### src/rtl/pipeline_stall_controller_pkg.sv
// ---------------------------------------------------------------------------
// pipeline_stall_controller_pkg
// Shared constants for the pipeline stall controller and its hazard unit:
//   REGISTER_FILE_ADDRESS_LEN - width of every register address in the pipe
//   sram_state_t              - SRAM wait-state FSM encoding
//   DEFAULT_SRAM_WAIT         - default cycles per MEM access (incl. request)
// ---------------------------------------------------------------------------
package pipeline_stall_controller_pkg;

    localparam int REGISTER_FILE_ADDRESS_LEN = 4;
    localparam int DEFAULT_SRAM_WAIT         = 4;

    typedef enum logic [1:0] {
        SRAM_IDLE   = 2'd0,
        SRAM_ACCESS = 2'd1,
        SRAM_DONE   = 2'd2
    } sram_state_t;

endpackage : pipeline_stall_controller_pkg

### src/rtl/pipeline_stall_controller_hazard_detection_unit.sv
// ---------------------------------------------------------------------------
// hazard_detection_unit
// Purely combinational RAW / load-use hazard detector for the ID stage.
// Ports:
//   src1, src2          - source register addresses of the ID instruction
//   has_src1, two_src   - which of those sources the instruction really reads
//   forward_en          - forwarding unit enabled
//   exe_dest, exe_wb_en, exe_mem_r_en - EXE stage destination / writeback / load
//   mem_dest, mem_wb_en - MEM stage destination / writeback
//   hazard              - ID instruction must be held back one cycle
// ---------------------------------------------------------------------------
module hazard_detection_unit
    import pipeline_stall_controller_pkg::*;
(
    input  logic [REGISTER_FILE_ADDRESS_LEN-1:0] src1,
    input  logic [REGISTER_FILE_ADDRESS_LEN-1:0] src2,
    input  logic                                 has_src1,
    input  logic                                 two_src,
    input  logic                                 forward_en,
    input  logic [REGISTER_FILE_ADDRESS_LEN-1:0] exe_dest,
    input  logic                                 exe_wb_en,
    input  logic                                 exe_mem_r_en,
    input  logic [REGISTER_FILE_ADDRESS_LEN-1:0] mem_dest,
    input  logic                                 mem_wb_en,
    output logic                                 hazard
);

    logic exe_conflict;
    logic mem_conflict;

    always_comb begin
        exe_conflict = (has_src1 && (src1 == exe_dest)) || (two_src && (src2 == exe_dest));
        mem_conflict = (has_src1 && (src1 == mem_dest)) || (two_src && (src2 == mem_dest));

        // With forwarding only a load still in EXE cannot be bypassed in time;
        // without it every pending writer in EXE or MEM blocks the reader.
        if (forward_en) begin
            hazard = exe_wb_en && exe_mem_r_en && exe_conflict;
        end else begin
            hazard = (exe_wb_en && exe_conflict) || (mem_wb_en && mem_conflict);
        end
    end

endmodule : hazard_detection_unit

### src/rtl/pipeline_stall_controller.sv
// ---------------------------------------------------------------------------
// pipeline_stall_controller
// Central freeze/flush sequencer for the IF/ID/EXE/MEM stage registers.
// Inserts ID bubbles on data hazards, flushes younger stages on a taken
// branch, freezes the whole pipe during multi-cycle SRAM accesses and counts
// stalled cycles in a saturating counter.
// Parameters:
//   SRAM_WAIT - total cycles per MEM access including the request cycle (2..16)
//   CNT_WIDTH - width of stall_count
// Ports:
//   clk, rst                    - clock, synchronous active-high reset
//   src1/src2/has_src1/two_src  - ID instruction sources
//   forward_en                  - forwarding unit enabled
//   exe_* / mem_*               - EXE and MEM stage writer / memory info
//   branch_taken                - EXE resolved a taken branch
//   if_freeze, if_flush, id_freeze, id_flush, exe_freeze, mem_freeze
//                               - stage register controls (latency 0)
//   mem_ready                   - SRAM data valid this cycle
//   stall_count                 - cycles with any freeze asserted (saturating)
//   fsm_state                   - current SRAM FSM state, for observation
// All outputs are forced to 0 while rst is high.
// ---------------------------------------------------------------------------
module pipeline_stall_controller
    import pipeline_stall_controller_pkg::*;
#(
    parameter int SRAM_WAIT = DEFAULT_SRAM_WAIT,
    parameter int CNT_WIDTH = 32
)
(
    input  logic                                 clk,
    input  logic                                 rst,
    input  logic [REGISTER_FILE_ADDRESS_LEN-1:0] src1,
    input  logic [REGISTER_FILE_ADDRESS_LEN-1:0] src2,
    input  logic                                 has_src1,
    input  logic                                 two_src,
    input  logic                                 forward_en,
    input  logic [REGISTER_FILE_ADDRESS_LEN-1:0] exe_dest,
    input  logic                                 exe_wb_en,
    input  logic                                 exe_mem_r_en,
    input  logic [REGISTER_FILE_ADDRESS_LEN-1:0] mem_dest,
    input  logic                                 mem_wb_en,
    input  logic                                 mem_r_en,
    input  logic                                 mem_w_en,
    input  logic                                 branch_taken,
    output logic                                 if_freeze,
    output logic                                 if_flush,
    output logic                                 id_freeze,
    output logic                                 id_flush,
    output logic                                 exe_freeze,
    output logic                                 mem_freeze,
    output logic                                 mem_ready,
    output logic [CNT_WIDTH-1:0]                 stall_count,
    output logic [1:0]                           fsm_state
);

    // Wide enough for the largest preload, SRAM_WAIT-3 = 13.
    localparam int WAIT_CNT_W = 4;

    sram_state_t           state_q;
    logic [WAIT_CNT_W-1:0] wait_cnt_q;
    logic [CNT_WIDTH-1:0]  stall_cnt_q;

    logic hazard;
    logic mem_req;
    logic mem_stall;

    hazard_detection_unit u_hazard (
        .src1         (src1),
        .src2         (src2),
        .has_src1     (has_src1),
        .two_src      (two_src),
        .forward_en   (forward_en),
        .exe_dest     (exe_dest),
        .exe_wb_en    (exe_wb_en),
        .exe_mem_r_en (exe_mem_r_en),
        .mem_dest     (mem_dest),
        .mem_wb_en    (mem_wb_en),
        .hazard       (hazard)
    );

    // A request in DONE is the retiring access itself, so only IDLE starts a
    // new one; DONE is never frozen, which lets MEM hand its data on.
    always_comb begin
        mem_req   = mem_r_en || mem_w_en;
        mem_stall = ((state_q == SRAM_IDLE) && mem_req) || (state_q == SRAM_ACCESS);
    end

    // Priority: memory freeze, then branch flush, then hazard bubble. While
    // frozen the branch/hazard inputs stay put and take effect afterwards.
    always_comb begin
        if_freeze   = 1'b0;
        if_flush    = 1'b0;
        id_freeze   = 1'b0;
        id_flush    = 1'b0;
        exe_freeze  = 1'b0;
        mem_freeze  = 1'b0;
        mem_ready   = 1'b0;
        stall_count = '0;
        fsm_state   = 2'd0;
        if (!rst) begin
            id_freeze   = mem_stall;
            exe_freeze  = mem_stall;
            mem_freeze  = mem_stall;
            if_freeze   = mem_stall || (hazard && !branch_taken);
            if_flush    = branch_taken && !mem_stall;
            id_flush    = (branch_taken || hazard) && !mem_stall;
            mem_ready   = (state_q == SRAM_DONE);
            stall_count = stall_cnt_q;
            fsm_state   = state_q;
        end
    end

    always_ff @(posedge clk) begin
        if (rst) begin
            state_q     <= SRAM_IDLE;
            wait_cnt_q  <= '0;
            stall_cnt_q <= '0;
        end else begin
            case (state_q)
                SRAM_IDLE: begin
                    if (mem_req) begin
                        if (SRAM_WAIT == 2) begin
                            state_q <= SRAM_DONE;
                        end else begin
                            state_q    <= SRAM_ACCESS;
                            wait_cnt_q <= WAIT_CNT_W'(SRAM_WAIT - 3);
                        end
                    end
                end
                SRAM_ACCESS: begin
                    if (wait_cnt_q == '0) begin
                        state_q <= SRAM_DONE;
                    end else begin
                        wait_cnt_q <= wait_cnt_q - 1'b1;
                    end
                end
                SRAM_DONE: begin
                    state_q <= SRAM_IDLE;
                end
                default: begin
                    state_q <= SRAM_IDLE;
                end
            endcase

            if ((if_freeze || id_freeze) && (stall_cnt_q != '1)) begin
                stall_cnt_q <= stall_cnt_q + 1'b1;
            end
        end
    end

endmodule : pipeline_stall_controller

### config.mk
export PLATFORM = sky130hd
export DESIGN_NAME = pipeline_stall_controller
export DESIGN_NICKNAME = d
export VERILOG_FILES = /design/src/rtl/pipeline_stall_controller_pkg.sv /design/src/rtl/pipeline_stall_controller_hazard_detection_unit.sv /design/src/rtl/pipeline_stall_controller.sv
export SDC_FILE = /design/constraint.sdc
export NUM_CORES = 1
export LEC_CHECK = 0
export BUFFER_PORTS_ARGS = -buffer_cell sky130_fd_sc_hd__clkbuf_2
export CAP_MARGIN = 15
export CORE_ASPECT_RATIO = 1.75
export CORE_UTILIZATION = 45
export CTS_CLUSTER_DIAMETER = 40
export DETAILED_ROUTE_END_ITERATION = 10
export HOLD_SLACK_MARGIN = 0.12
export PLACE_DENSITY = 0.71
export SLEW_MARGIN = 0
export SYNTH_ARGS = -nofsm -noshare
export SYNTH_HDL_FRONTEND = slang
export SYNTH_SLANG_ARGS = --single-unit
export TNS_END_PERCENT = 100
### constraint.sdc
create_clock -name clk -period 2.33 [get_ports clk]
set_input_delay 0.3495 -clock clk [delete_from_list [all_inputs] [get_ports clk]]
set_output_delay 0.3495 -clock clk [all_outputs]
set_load 0.005 [all_outputs]
==> impl_metrics.tcl <==
set metrics [dict create \
    synth_seq_area_share_pct 32.5 \
    worstPathMaxFanout 8 \
    clkTransAtPathRegs_ns 0.08 \
    period_minus_slack_ns 2.22 \
    avgSynthCellArea_um2 8.04 \
    grt_overflow 0 \
    p_per_area_nw_per_um2 528 \
    r2r-end "stall_cnt_q[9]" \
    gp_congestion 0.796 \
    hold_depth 4 \
    die_h_um 97.4 \
    syn_inst 291 \
    status "complete, no violations" \
    antenna_cells 0 \
    drt_iter0_markers 61 \
    drtAntennaViolNets 0 \
    pre_cts_slack_ns -0.148 \
    arrival_ns 2.39 \
    first_global_vias 2196 \
    cts.sinks 38 \
    grt_pass1_wl_mm 9.45 \
    wl_per_cell_um 13.0 \
    die-area_um2 5510 \
    crit_path_end_kind "flip-flop" \
    relSlewSlack_pct 58.4 \
    cts_made_buffers 5 \
    comb_power_share_pct 21.2 \
    synthDistinctLibCells 39 \
    p_switching_uw 447 \
    cts_max_level 2 \
    tightest_slew_ns 0.625 \
    fin_crit_sh_pct 95.2 \
    reg2regPathDepth 9 \
    cts_buffer_depth 2 \
    core_um2 4980 \
    cp-start-kind "flip-flop" \
    maxClockFrequency_ghz 0.451 \
    synth-async-reset-ratio_pct 0 \
    post_cts_buffers 0 \
    vias 2313 \
    wl_mm 5.64 \
    r2r_slack_ns 0.11 \
    maxCapViolations 0 \
    groute.usage.overall_pct 21.1 \
    synthToLayoutAreaGrowth_pct 28.0 \
    holdPathEnd "wait_cnt_q[2]" \
    fillerInstances 471 \
    fin_nets 408 \
    r2r-start "stall_cnt_q[0]" \
    ctsHoldBuffers 0 \
    grt_max_degree 68 \
    ys.flop_type "dfxtp_1" \
    cts_tree "done" \
    ioPinCount 68 \
    peakVddDrop_uv 450 \
    io_buffers 67 \
    viasPerCell 5.34 \
    slew_viol_final 0 \
    syn_nets 321 \
    hold_start "mem_r_en" \
    rows 34 \
    p_int_mw 1.13 \
    rsz0062_at_grt "no" \
    insertion_delay_ns 0.28 \
    grt_antenna_before_repair 0 \
    ctsResizeCount 0 \
    hold_viol 0 \
    p_sw_share_pct 28.3 \
    critPathKind "flip-flop to flip-flop" \
    p_seq_share_pct 45.1 \
    synth_edf_count 0 \
    start_util_pct 47.0 \
    synth-seq-cells 38 \
    synth_area_um2 2340 \
    leakage_nw 1.37 \
    fin_hold_ws_ns 0.478 \
    dpl.hpwl_mm 4.35 \
    firstDrtPassIters 4 \
    drc 0 \
    layout-drive-gt1-share_pct 33.0 \
    setup_ws_ns 0.111 \
    hp-class "primary input to flip-flop" \
    clkPwrFrac_pct 33.7 \
    setup_violations 0 \
    clock_skew_ns 0.00432 \
    required_ns 2.51 \
    fp.dieW_um 56.5 \
    cts_root_buf "clkbuf_8" \
    synth_warnings 0 \
]
## metrics by stage
step                      instance area [µm²]  std cells  setup TNS, ns  total power [mW]  utilization (%)
after global placement                   2870        425          -1.07              1.05             57.7
final                                    3000        433              0              1.58             60.2
after global routing                     3000        433              0              1.66             60.2
after CTS                                2980        433              0              1.60             59.9
after floorplan                          2340        291              0             0.946                -
after detailed placement                 2870        425          -1.83              1.06             57.7
## power groups by stage
stage / combinational [mW] / clock, mW / sequential, mW
finish: 0.336 / 0.533 / 0.713
global route: 0.377 / 0.569 / 0.719
CTS: 0.336 / 0.548 / 0.713
detailed placement: 0.335 / 0 / 0.728
global placement: 0.325 / 0 / 0.727
floorplan: 0.223 / 0 / 0.722
## routing by layer
layer / vias up / part of all wire (%) / GRT usage [%]
met4: 0 / 1.2 / 7.32
li1: 1193 / - / -
met3: 6 / 4.6 / 3.60
met1: 1055 / 37 / 21.7
met5: - / 0 / 0
met2: 59 / 57 / 40.9
## flip-flops by register name, summed over array words and instances, names as in the netlist
name	cells
wait_cnt_q	4
stall_cnt_q	32
state_q	2
## Yosys cell counts (all sizes together), types with 6 or more instances
master	number	area (µm²)
and3	13	81.3
nor2b	36	225
or3	9	56.3
clkbuf	8	30.0
xor2	10	87.6
nand2	22	82.6
nand3	11	55.1
nand4	9	62.6
o31ai	6	45.0
nor3	15	75.1
xnor2	9	78.8
nor2	31	116
mux2	15	173
dfxtp	38	761
a21oi	8	40.0
o21ai	18	93.8
buf	6	46.3
## final cells by class
| type | instances | area (µm²) | share of cell area (%) |
|---|---|---|---|
| clock buffers | 8 | 110 | 3.68 |
| flip-flops and latches | 38 | 761 | 25.4 |
| multi-input cells | 234 | 1500 | 50.0 |
| well taps | 54 | 67.6 | 2.26 |
| repair buffers | 94 | 542 | 18.1 |
| inverters | 5 | 18.8 | 0.627 |
## how the worst max path moves through the flow
| stage | to | slack, ns | depth (start not counted) | from |
|---|---|---|---|---|
| global placement | stall_cnt_q[11] | -0.15 | 9 | exe_dest[1] |
| global route | stall_cnt_q[9] | 0.02 | 8 | stall_cnt_q[26] |
| finish | stall_cnt_q[9] | 0.11 | 9 | stall_cnt_q[0] |
| detailed placement | stall_cnt_q[17] | -0.15 | 9 | exe_dest[1] |
| CTS | stall_cnt_q[17] | 0.06 | 9 | stall_cnt_q[0] |
| floorplan | stall_cnt_q[7] | 0.14 | 7 | exe_dest[1] |
## critical path, cell delays in order, from the launching register on
cell,delay [ns]
dfxtp_1,0.33
ha_1,0.22
nand3_1,0.16
nor4_4,0.06
and4_1,0.20
a31oi_2,0.23
o21ai_2,0.13
buf_4,0.18
nor3_1,0.25
mux2_2,0.36
## cell families (layout without fill, tap and decap cells)
group                      Yosys count  in the layout  share of synthesized area (%)
buffers and inverters               19            107                           4.06
DFF                                 38             38                           32.5
muxes                               17             17                           8.23
AOI/OAI and AO/OA                   35             35                           8.93
adders and majority gates            3              3                           1.60
xor gates and xnor gates            19             19                           7.11
and+or+nand+nor                    160            160                           37.6
## cells in the final DEF (no fill, tap or decap), types with 2 or more instances in the layout
| cell | count |
|---|---|
| clkbuf_2 | 67 |
| dfxtp_1 | 38 |
| nor2b_1 | 36 |
| nor2_1 | 31 |
| buf_4 | 26 |
| nand2_1 | 22 |
| o21ai_0 | 17 |
| nor3_1 | 14 |
| mux2_2 | 14 |
| and3_1 | 13 |
| nand3_1 | 11 |
| xor2_1 | 10 |
| xnor2_1 | 9 |
| or3_1 | 9 |
| nand4_1 | 8 |
| a21oi_1 | 8 |
| clkbuf_8 | 8 |
| o31ai_1 | 6 |
| inv_1 | 5 |
| or4_1 | 3 |
| ha_1 | 3 |
| and4_1 | 2 |
| mux2i_1 | 2 |
| nor3b_1 | 2 |
(Power assumes the default switching activity.)
